`config.mk`:
```
export PLATFORM = sky130hd
export DESIGN_NAME = odd_even_sort_flat
export DESIGN_NICKNAME = d
export VERILOG_FILES = /design/src/rtl/odd_even_sort_if.sv /design/src/rtl/odd_even_sort.sv /design/src/flat_wrapper.sv
export SDC_FILE = /design/constraint.sdc
export NUM_CORES = 2
export LEC_CHECK = 0
export ABC_AREA = 0
export CORE_AREA = 4 4 422 424
export DETAILED_ROUTE_END_ITERATION = 8
export DIE_AREA = 0 0 426 428
export DONT_BUFFER_PORTS = 1
export GPL_TIMING_DRIVEN = 0
export HOLD_SLACK_MARGIN = 0.02
export PLACE_DENSITY = 0.69
export SYNTH_ARGS = -nofsm -noshare
export SYNTH_HDL_FRONTEND = slang
export SYNTH_SLANG_ARGS = --single-unit
```
`constraint.sdc`:
```
create_clock -name clk -period 76.7 [get_ports clk]
set_input_delay 11.505 -clock clk [delete_from_list [all_inputs] [get_ports clk]]
set_output_delay 11.505 -clock clk [all_outputs]
set_load 0.01 [all_outputs]
```
`src/rtl/odd_even_sort_if.sv`:
```
// Stream interface for odd_even_sort: job input handshake, result output
// handshake and the status signals. The sorter connects to the slave modport;
// the job producer / result consumer connects to the master modport.
interface odd_even_sort_if #(
  parameter int INPUTVALS      = 16,
  parameter int INPUTBITWIDTHS = 32
);
  localparam int POSW = $clog2(INPUTVALS);

  logic                                      in_valid;
  logic                                      in_ready;
  logic                                      descending;
  logic [INPUTVALS-1:0][INPUTBITWIDTHS-1:0]  needs_sorting;
  logic                                      out_valid;
  logic                                      out_ready;
  logic [INPUTVALS-1:0][INPUTBITWIDTHS-1:0]  sorted;
  logic [INPUTVALS-1:0][POSW-1:0]            sorted_positions;
  logic [POSW:0]                             phase_count;
  logic                                      error;

  modport slave (
    input  in_valid, descending, needs_sorting, out_ready,
    output in_ready, out_valid, sorted, sorted_positions, phase_count, error
  );

  modport master (
    output in_valid, descending, needs_sorting, out_ready,
    input  in_ready, out_valid, sorted, sorted_positions, phase_count, error
  );
endinterface

```
`src/rtl/odd_even_sort.sv`:
```
// Iterative odd-even transposition sorter. Accepts INPUTVALS unsigned keys per
// job, runs one full compare-exchange phase per clock and presents the keys
// in order together with their original indices. Equal keys never swap, so
// the result is stable.
// Optional feature macro: ODD_EVEN_SORT_EARLY_EXIT_EN -- when defined, the
// sort stops as soon as two consecutive phases perform no swap.
module odd_even_sort #(
  parameter int INPUTVALS      = 16,
  parameter int INPUTBITWIDTHS = 32
) (
  input  logic             clk,
  input  logic             reset,
  odd_even_sort_if.slave   bus
);
  localparam int POSW = $clog2(INPUTVALS);
  localparam logic [POSW:0] LAST_PHASE = (POSW+1)'(INPUTVALS-1);
  localparam logic [POSW:0] PHASE_ONE  = (POSW+1)'(1);

  typedef enum logic [1:0] {
    IDLE = 2'd0,
    SORT = 2'd1,
    DONE = 2'd2
  } state_t;

  state_t state_reg, state_next;

  logic [INPUTVALS-1:0][INPUTBITWIDTHS-1:0] work_keys_reg;
  logic [INPUTVALS-1:0][INPUTBITWIDTHS-1:0] step_keys;
  logic [INPUTVALS-1:0][INPUTBITWIDTHS-1:0] sorted_reg;
  logic [INPUTVALS-1:0][POSW-1:0]           work_pos_reg;
  logic [INPUTVALS-1:0][POSW-1:0]           step_pos;
  logic [INPUTVALS-1:0][POSW-1:0]           sorted_pos_reg;
  logic [INPUTVALS-1:0][POSW-1:0]           init_pos;
  logic                                     desc_reg;
  logic [POSW:0]                            phase_reg;
  logic [POSW:0]                            phase_count_reg;
  logic                                     error_reg;

  // pair_swap[i] set: elements i and i+1 exchange in the current phase
  logic [INPUTVALS-2:0] pair_swap;
  logic                 accept;
  logic                 finish;
  logic                 final_phase;
  logic                 illegal;

  // Identity permutation used on load and as the reset value of the outputs
  genvar gi;
  generate
    for (gi = 0; gi < INPUTVALS; gi++) begin : g_init_pos
      assign init_pos[gi] = POSW'(gi);
    end
  endgenerate

  // Compare-exchange network: even phases pair (0,1),(2,3)..., odd phases
  // pair (1,2),(3,4)...; pairs within one phase are disjoint.
  generate
    for (gi = 0; gi < INPUTVALS - 1; gi++) begin : g_pair
      assign pair_swap[gi] = (phase_reg[0] == 1'(gi % 2)) &&
                             (desc_reg ? (work_keys_reg[gi] < work_keys_reg[gi+1])
                                       : (work_keys_reg[gi] > work_keys_reg[gi+1]));
    end

    for (gi = 0; gi < INPUTVALS; gi++) begin : g_elem
      if (gi == 0) begin : g_first
        assign step_keys[gi] = pair_swap[gi] ? work_keys_reg[gi+1] : work_keys_reg[gi];
        assign step_pos[gi]  = pair_swap[gi] ? work_pos_reg[gi+1]  : work_pos_reg[gi];
      end else if (gi == INPUTVALS - 1) begin : g_last
        assign step_keys[gi] = pair_swap[gi-1] ? work_keys_reg[gi-1] : work_keys_reg[gi];
        assign step_pos[gi]  = pair_swap[gi-1] ? work_pos_reg[gi-1]  : work_pos_reg[gi];
      end else begin : g_mid
        assign step_keys[gi] = pair_swap[gi]   ? work_keys_reg[gi+1] :
                               pair_swap[gi-1] ? work_keys_reg[gi-1] : work_keys_reg[gi];
        assign step_pos[gi]  = pair_swap[gi]   ? work_pos_reg[gi+1]  :
                               pair_swap[gi-1] ? work_pos_reg[gi-1]  : work_pos_reg[gi];
      end
    end
  endgenerate

`ifdef ODD_EVEN_SORT_EARLY_EXIT_EN
  logic any_swap;
  logic quiet_reg;  // previous phase of this job made no swap

  assign any_swap    = |pair_swap;
  assign final_phase = (phase_reg == LAST_PHASE) || (!any_swap && quiet_reg);

  // Remember whether the phase just executed was swap-free
  always_ff @(posedge clk or posedge reset) begin
    if (reset) begin
      quiet_reg <= 1'b0;
    end else if (accept) begin
      quiet_reg <= 1'b0;
    end else if (state_reg == SORT) begin
      quiet_reg <= !any_swap;
    end
  end
`else
  assign final_phase = (phase_reg == LAST_PHASE);
`endif

  assign accept = (state_reg == IDLE) && bus.in_valid;
  assign finish = (state_reg == SORT) && final_phase;

  // FSM state register
  always_ff @(posedge clk or posedge reset) begin
    if (reset) begin
      state_reg <= IDLE;
    end else begin
      state_reg <= state_next;
    end
  end

  // FSM next-state logic; an unknown encoding recovers to IDLE and flags error
  always_comb begin
    state_next = state_reg;
    illegal    = 1'b0;
    case (state_reg)
      IDLE: if (bus.in_valid)  state_next = SORT;
      SORT: if (final_phase)   state_next = DONE;
      DONE: if (bus.out_ready) state_next = IDLE;
      default: begin
        state_next = IDLE;
        illegal    = 1'b1;
      end
    endcase
  end

  // Working set, phase counter and registered result
  always_ff @(posedge clk or posedge reset) begin
    if (reset) begin
      work_keys_reg   <= '0;
      work_pos_reg    <= init_pos;
      desc_reg        <= 1'b0;
      phase_reg       <= '0;
      sorted_reg      <= '0;
      sorted_pos_reg  <= init_pos;
      phase_count_reg <= '0;
      error_reg       <= 1'b0;
    end else begin
      error_reg <= illegal;

      if (accept) begin
        work_keys_reg <= bus.needs_sorting;
        work_pos_reg  <= init_pos;
        desc_reg      <= bus.descending;
        phase_reg     <= '0;
      end else if (state_reg == SORT) begin
        work_keys_reg <= step_keys;
        work_pos_reg  <= step_pos;
        phase_reg     <= phase_reg + PHASE_ONE;
      end

      if (finish) begin
        sorted_reg      <= step_keys;
        sorted_pos_reg  <= step_pos;
        phase_count_reg <= phase_reg + PHASE_ONE;
      end else if (illegal) begin
        sorted_reg      <= '0;
        sorted_pos_reg  <= init_pos;
        phase_count_reg <= '0;
      end
    end
  end

  assign bus.in_ready         = (state_reg == IDLE);
  assign bus.out_valid        = (state_reg == DONE);
  assign bus.sorted           = sorted_reg;
  assign bus.sorted_positions = sorted_pos_reg;
  assign bus.phase_count      = phase_count_reg;
  assign bus.error            = error_reg;

endmodule

```
`src/flat_wrapper.sv`:
```
// flat-port wrapper written by rule: the top's interface ports become plain ports
module odd_even_sort_flat 
#(
  parameter int INPUTVALS      = 16,
  parameter int INPUTBITWIDTHS = 32
)
  (clk, reset, bus_in_valid, bus_descending, bus_needs_sorting, bus_out_ready, bus_in_ready, bus_out_valid, bus_sorted, bus_sorted_positions, bus_phase_count, bus_error);
  odd_even_sort_if #(.INPUTVALS(INPUTVALS), .INPUTBITWIDTHS(INPUTBITWIDTHS)) bus_i ();
  input  logic clk;
  input  logic reset;
  input wire logic [$bits(bus_i.in_valid)-1:0] bus_in_valid;
  input wire logic [$bits(bus_i.descending)-1:0] bus_descending;
  input wire logic [$bits(bus_i.needs_sorting)-1:0] bus_needs_sorting;
  input wire logic [$bits(bus_i.out_ready)-1:0] bus_out_ready;
  output wire logic [$bits(bus_i.in_ready)-1:0] bus_in_ready;
  output wire logic [$bits(bus_i.out_valid)-1:0] bus_out_valid;
  output wire logic [$bits(bus_i.sorted)-1:0] bus_sorted;
  output wire logic [$bits(bus_i.sorted_positions)-1:0] bus_sorted_positions;
  output wire logic [$bits(bus_i.phase_count)-1:0] bus_phase_count;
  output wire logic [$bits(bus_i.error)-1:0] bus_error;
  assign bus_i.in_valid = bus_in_valid;
  assign bus_i.descending = bus_descending;
  assign bus_i.needs_sorting = bus_needs_sorting;
  assign bus_i.out_ready = bus_out_ready;
  assign bus_in_ready = bus_i.in_ready;
  assign bus_out_valid = bus_i.out_valid;
  assign bus_sorted = bus_i.sorted;
  assign bus_sorted_positions = bus_i.sorted_positions;
  assign bus_phase_count = bus_i.phase_count;
  assign bus_error = bus_i.error;
  odd_even_sort #(.INPUTVALS(INPUTVALS), .INPUTBITWIDTHS(INPUTBITWIDTHS)) u_core (.clk(clk), .reset(reset), .bus(bus_i));
endmodule
```
==> impl_metrics.prom <==
# TYPE chip_impl_metric gauge
chip_impl_metric{name="synthAdderAreaFrac",unit="%"} 7.97
chip_impl_info{name="cpMostUsedCell",value="clkbuf_1"} 1
chip_impl_metric{name="yosysUniqueCellTypes",unit=""} 82
chip_impl_metric{name="die-area",unit="µm²"} 182000
chip_impl_metric{name="arrival",unit="ns"} 5.01
chip_impl_metric{name="synth_compound_gate_area_share",unit="%"} 33.2
chip_impl_metric{name="critical_path_required",unit="ns"} 65.19
chip_impl_metric{name="dpl.hpwl",unit="µm"} 371000
chip_impl_info{name="crit-reg2reg-capture",value="u_core.bus.sorted[489]"} 1
chip_impl_metric{name="hold_slack",unit="ns"} 0.523
chip_impl_metric{name="die_w",unit="µm"} 426
chip_impl_metric{name="clock_path_buffers",unit=""} 3
chip_impl_metric{name="hold_viol_final",unit=""} 0
chip_impl_info{name="cp-end-kind",value="output port"} 1
chip_impl_info{name="crit_path_cell_trace",value="clkbuf_1 > clkbuf_1 > clkbuf_1 > clkbuf_1 > buf_8 > clkbuf_1 > nor2_1"} 1
chip_impl_metric{name="crit_fanout",unit=""} 10
chip_impl_metric{name="finClkSkew",unit="ns"} 0.0385
chip_impl_metric{name="finalWeightedCongestion",unit=""} 1.06
chip_impl_metric{name="fmax",unit="MHz"} 60.5
chip_impl_metric{name="floorplan.initialDensity",unit="%"} 43.5
chip_impl_metric{name="routed_via_density",unit=""} 7.09
chip_impl_metric{name="ioPinCount",unit=""} 1101
chip_impl_info{name="timing.critical_path.from_type",value="flop"} 1
chip_impl_metric{name="synthesis.area_per_instance",unit="µm²"} 8.85
chip_impl_metric{name="1st_pass_router_iterations",unit=""} 7
chip_impl_metric{name="cts.sink_count",unit=""} 1166
chip_impl_metric{name="p_per_area",unit="nW/µm²"} 63.2
chip_impl_metric{name="design_power_total",unit="mW"} 5.33
chip_impl_metric{name="grt_start_max_net_pins",unit=""} 125
chip_impl_metric{name="clkSlewWorstSetupHoldPaths",unit="ns"} 0.06
chip_impl_metric{name="yosys.area_share.xor_xnor",unit="%"} 0.0232
chip_impl_metric{name="postRouteAntennaNets",unit=""} 0
chip_impl_metric{name="post-cts-setup-buffers",unit=""} 0
chip_impl_metric{name="std_cell_rows",unit=""} 153
chip_impl_metric{name="cap_viol_max_count",unit=""} 5
chip_impl_info{name="min_from",value="u_core.phase_reg[4]"} 1
chip_impl_info{name="launching_point_of_the_worst_reg2reg_path",value="u_core.state_reg[0]"} 1
chip_impl_metric{name="ys_seq_area_share",unit="%"} 38.7
chip_impl_metric{name="ys_seq_elements",unit=""} 1166
chip_impl_metric{name="drive_gt1_share",unit="%"} 6.01
chip_impl_metric{name="insertion_delay",unit="ns"} 0.86
chip_impl_metric{name="detail_route.wl_per_cell",unit="µm"} 40.6
chip_impl_info{name="ys.flop_type",value="dfrtp_1"} 1
chip_impl_metric{name="routed_wirelength",unit="µm"} 458000
chip_impl_metric{name="tightest_slew",unit="ns"} 1.62
chip_impl_metric{name="area_delta_synth_final",unit="%"} 11.5
chip_impl_metric{name="drc",unit=""} 0
chip_impl_metric{name="relSlewSlack",unit="%"} -8.96
chip_impl_info{name="worstSetupPathType",value="flop to output port"} 1
chip_impl_info{name="main_combinational_cell_family_by_area_after_synthesis",value="compound AO/OA/AOI/OAI gates"} 1
chip_impl_info{name="failed_checks",value="max-capacitance violations, max-slew violations"} 1
chip_impl_metric{name="total_number_of_yosys_warnings",unit=""} 0
chip_impl_info{name="critical_path.slowest_cell",value="clkbuf_1"} 1
chip_impl_metric{name="synth_simple_gate_area_share",unit="%"} 9.96
chip_impl_metric{name="io_buffers",unit=""} 0
chip_impl_info{name="classification_of_the_worst_slack_hold_path",value="flop to flop"} 1
chip_impl_metric{name="synthArstFlopShare",unit="%"} 100
chip_impl_info{name="tritoncts",value="built"} 1
chip_impl_metric{name="setup_slack_on_the_worst_flop_to_flop_path",unit="ns"} 70.71
chip_impl_metric{name="design.core.area",unit="µm²"} 174000
chip_impl_info{name="cts_root_buf",value="clkbuf_16"} 1
chip_impl_metric{name="setup_viol",unit=""} 0
chip_impl_metric{name="ctsHoldBuffers",unit=""} 0
chip_impl_metric{name="via_count_of_the_first_global_routing_pass",unit=""} 75900
chip_impl_metric{name="post_synth_instance_area",unit="µm²"} 75600
chip_impl_metric{name="layout_worst_path_cycle_share",unit="%"} 21.5
chip_impl_metric{name="fin_tns_setup",unit="ns"} 0
chip_impl_metric{name="number_of_enable_flip_flop_cells_after_synthesis",unit=""} 0
chip_impl_metric{name="synthesis.nets",unit=""} 9549
chip_impl_metric{name="min_path_cells",unit=""} 2
chip_impl_metric{name="netlist_instances",unit=""} 8550
chip_impl_metric{name="initial_antenna_violation_count",unit=""} 146
chip_impl_metric{name="grt_pass1_wl",unit="µm"} 625000
chip_impl_metric{name="globalRouteOverflowTotal",unit=""} 0
chip_impl_metric{name="ir_worst_vdd",unit="mV"} 0.0276
chip_impl_metric{name="h_tree_depth",unit=""} 4
chip_impl_metric{name="worst_r2r_path_depth",unit=""} 10
chip_impl_info{name="setup_repair_after_global_routing_missed_its_margin",value="no"} 1
chip_impl_info{name="result_of_the_run",value="complete, but fails checks"} 1
chip_impl_info{name="hold_end",value="u_core.phase_reg[4]"} 1
chip_impl_metric{name="grt_usage",unit="%"} 48.2
chip_impl_metric{name="timing_max_transition_violations_final",unit=""} 53
chip_impl_metric{name="dieHeight",unit="µm"} 428
chip_impl_metric{name="yosys-mux-area-fraction",unit="%"} 3.49
chip_impl_metric{name="post_cts.resized_instances",unit=""} 0
chip_impl_metric{name="initialDrtViolationCount",unit=""} 11600
chip_impl_metric{name="design.final.nets",unit=""} 9713
chip_impl_metric{name="cts_made_buffers",unit=""} 147
chip_impl_metric{name="critPathMaxStageDelay",unit="ns"} 0.86
chip_impl_metric{name="p_leak",unit="nW"} 36.9
chip_impl_metric{name="post_route_minimum_period",unit="ns"} 16.52
chip_impl_metric{name="num_vias",unit=""} 80000
-- worst max-delay path, delay by kind of cell, from the launching register on --
family	cells	cell delay [ns]
flip-flops	1	0.33
AND/OR/NAND/NOR	1	0.35
buffers and inverters	6	3.47
-- area by class of cell --
| type | count | area [µm²] |
|---|---|---|
| well taps | 2325 | 2910 |
| inverters | 504 | 1900 |
| clock buffers | 217 | 4330 |
| plain buffers | 772 | 3150 |
| clock inverters | 47 | 751 |
| multi-input cells | 6108 | 41400 |
| fillers | 17000 | 89500 |
| repair buffers | 15 | 363 |
| diodes | 126 | 315 |
| flip-flops and latches | 1166 | 29300 |
-- where the power goes --
group          internal [mW]  switching [mW]  total [mW]
logic                   1.03            2.03        3.06
registers              0.891           0.616        1.51
clock network          0.441           0.317       0.757
total                   2.36            2.97        5.33
-- layer usage --
layer / share of wire [%] / wire, µm / track usage (%)
met5: 0.051 / 232 / 0
met4: 11 / 48100 / 41.9
met3: 11 / 49300 / 14.5
met2: 43 / 197000 / 71.0
met1: 36 / 163000 / 56.9
-- Yosys cell counts (34+ instances only) --
cell type,instances,area (µm²)
a31oi_1,97,607
a32o_1,70,701
inv_1,502,1880
o221ai_1,129,1130
a2bb2oi_1,392,3430
nor3_1,119,596
o21ai_0,1004,5020
o21ai_1,48,240
a21oi_1,500,2500
a211oi_1,247,1850
o32ai_1,42,368
a22oi_1,42,315
mux2i_1,264,2640
buf_1,34,128
dfrtp_1,1102,27600
nand3_1,190,951
a221o_1,224,2240
nand2_1,908,3410
buf_2,123,616
a31o_2,35,307
a21o_1,265,1990
o211ai_1,157,1180
o31ai_1,80,601
dfstp_2,64,1680
nor2_1,278,1040
ha_1,482,6030
a32oi_1,144,1260
nand4_1,131,820
clkbuf_1,597,2240
-- worst max path at each step --
| stage | end | cells past startpoint | start | slack (ns) |
|---|---|---|---|---|
| global route | bus_in_ready | 7 | u_core.state_reg[0] | 60.34 |
| floorplan | u_core.bus.error | 1 | reset | 32.46 |
| CTS | bus_in_ready | 7 | u_core.state_reg[0] | 60.49 |
| detailed placement | u_core.desc_reg | 9 | bus_in_valid | 60.16 |
| finish | bus_in_ready | 7 | u_core.state_reg[0] | 60.18 |
| global placement | u_core.bus.sorted[464] | 1 | reset | 16.72 |
-- placed cells by master, fill, tap and decap left out, types with 97 or more instances in the layout --
cell / instances
dfrtp_1: 1102
o21ai_0: 1004
nand2_1: 908
clkbuf_1: 623
inv_1: 501
a21oi_1: 500
ha_1: 482
a2bb2oi_1: 392
nor2_1: 275
a21o_1: 265
mux2i_1: 264
a211oi_1: 247
a221o_1: 224
nand3_1: 190
o211ai_1: 157
clkbuf_16: 148
a32oi_1: 144
nand4_1: 131
o221ai_1: 129
diode_2: 126
buf_2: 124
nor3_1: 119
a31oi_1: 97
-- stage by stage --
step	setup slack, ns	utilization, %	instances	cell area (µm²)
4_1_cts	60.49	48.3	11200	84000
6_report	60.18	48.5	11300	84300
3_5_place_dp	60.16	45.4	10900	78900
2_1_floorplan	32.46	-	8550	75600
5_1_grt	60.34	48.5	11300	84300
3_3_place_gp	16.72	45.2	10900	78500
-- cells by family after synthesis --
family,Yosys count
AND/OR/NAND/NOR,1732
adder cells (fa/ha/maj),482
flip-flops,1166
multiplexers,264
buffers and inverters,1276
AO/OA/AOI/OAI,3628
XOR/XNOR,2
(Power assumes the default switching activity.)
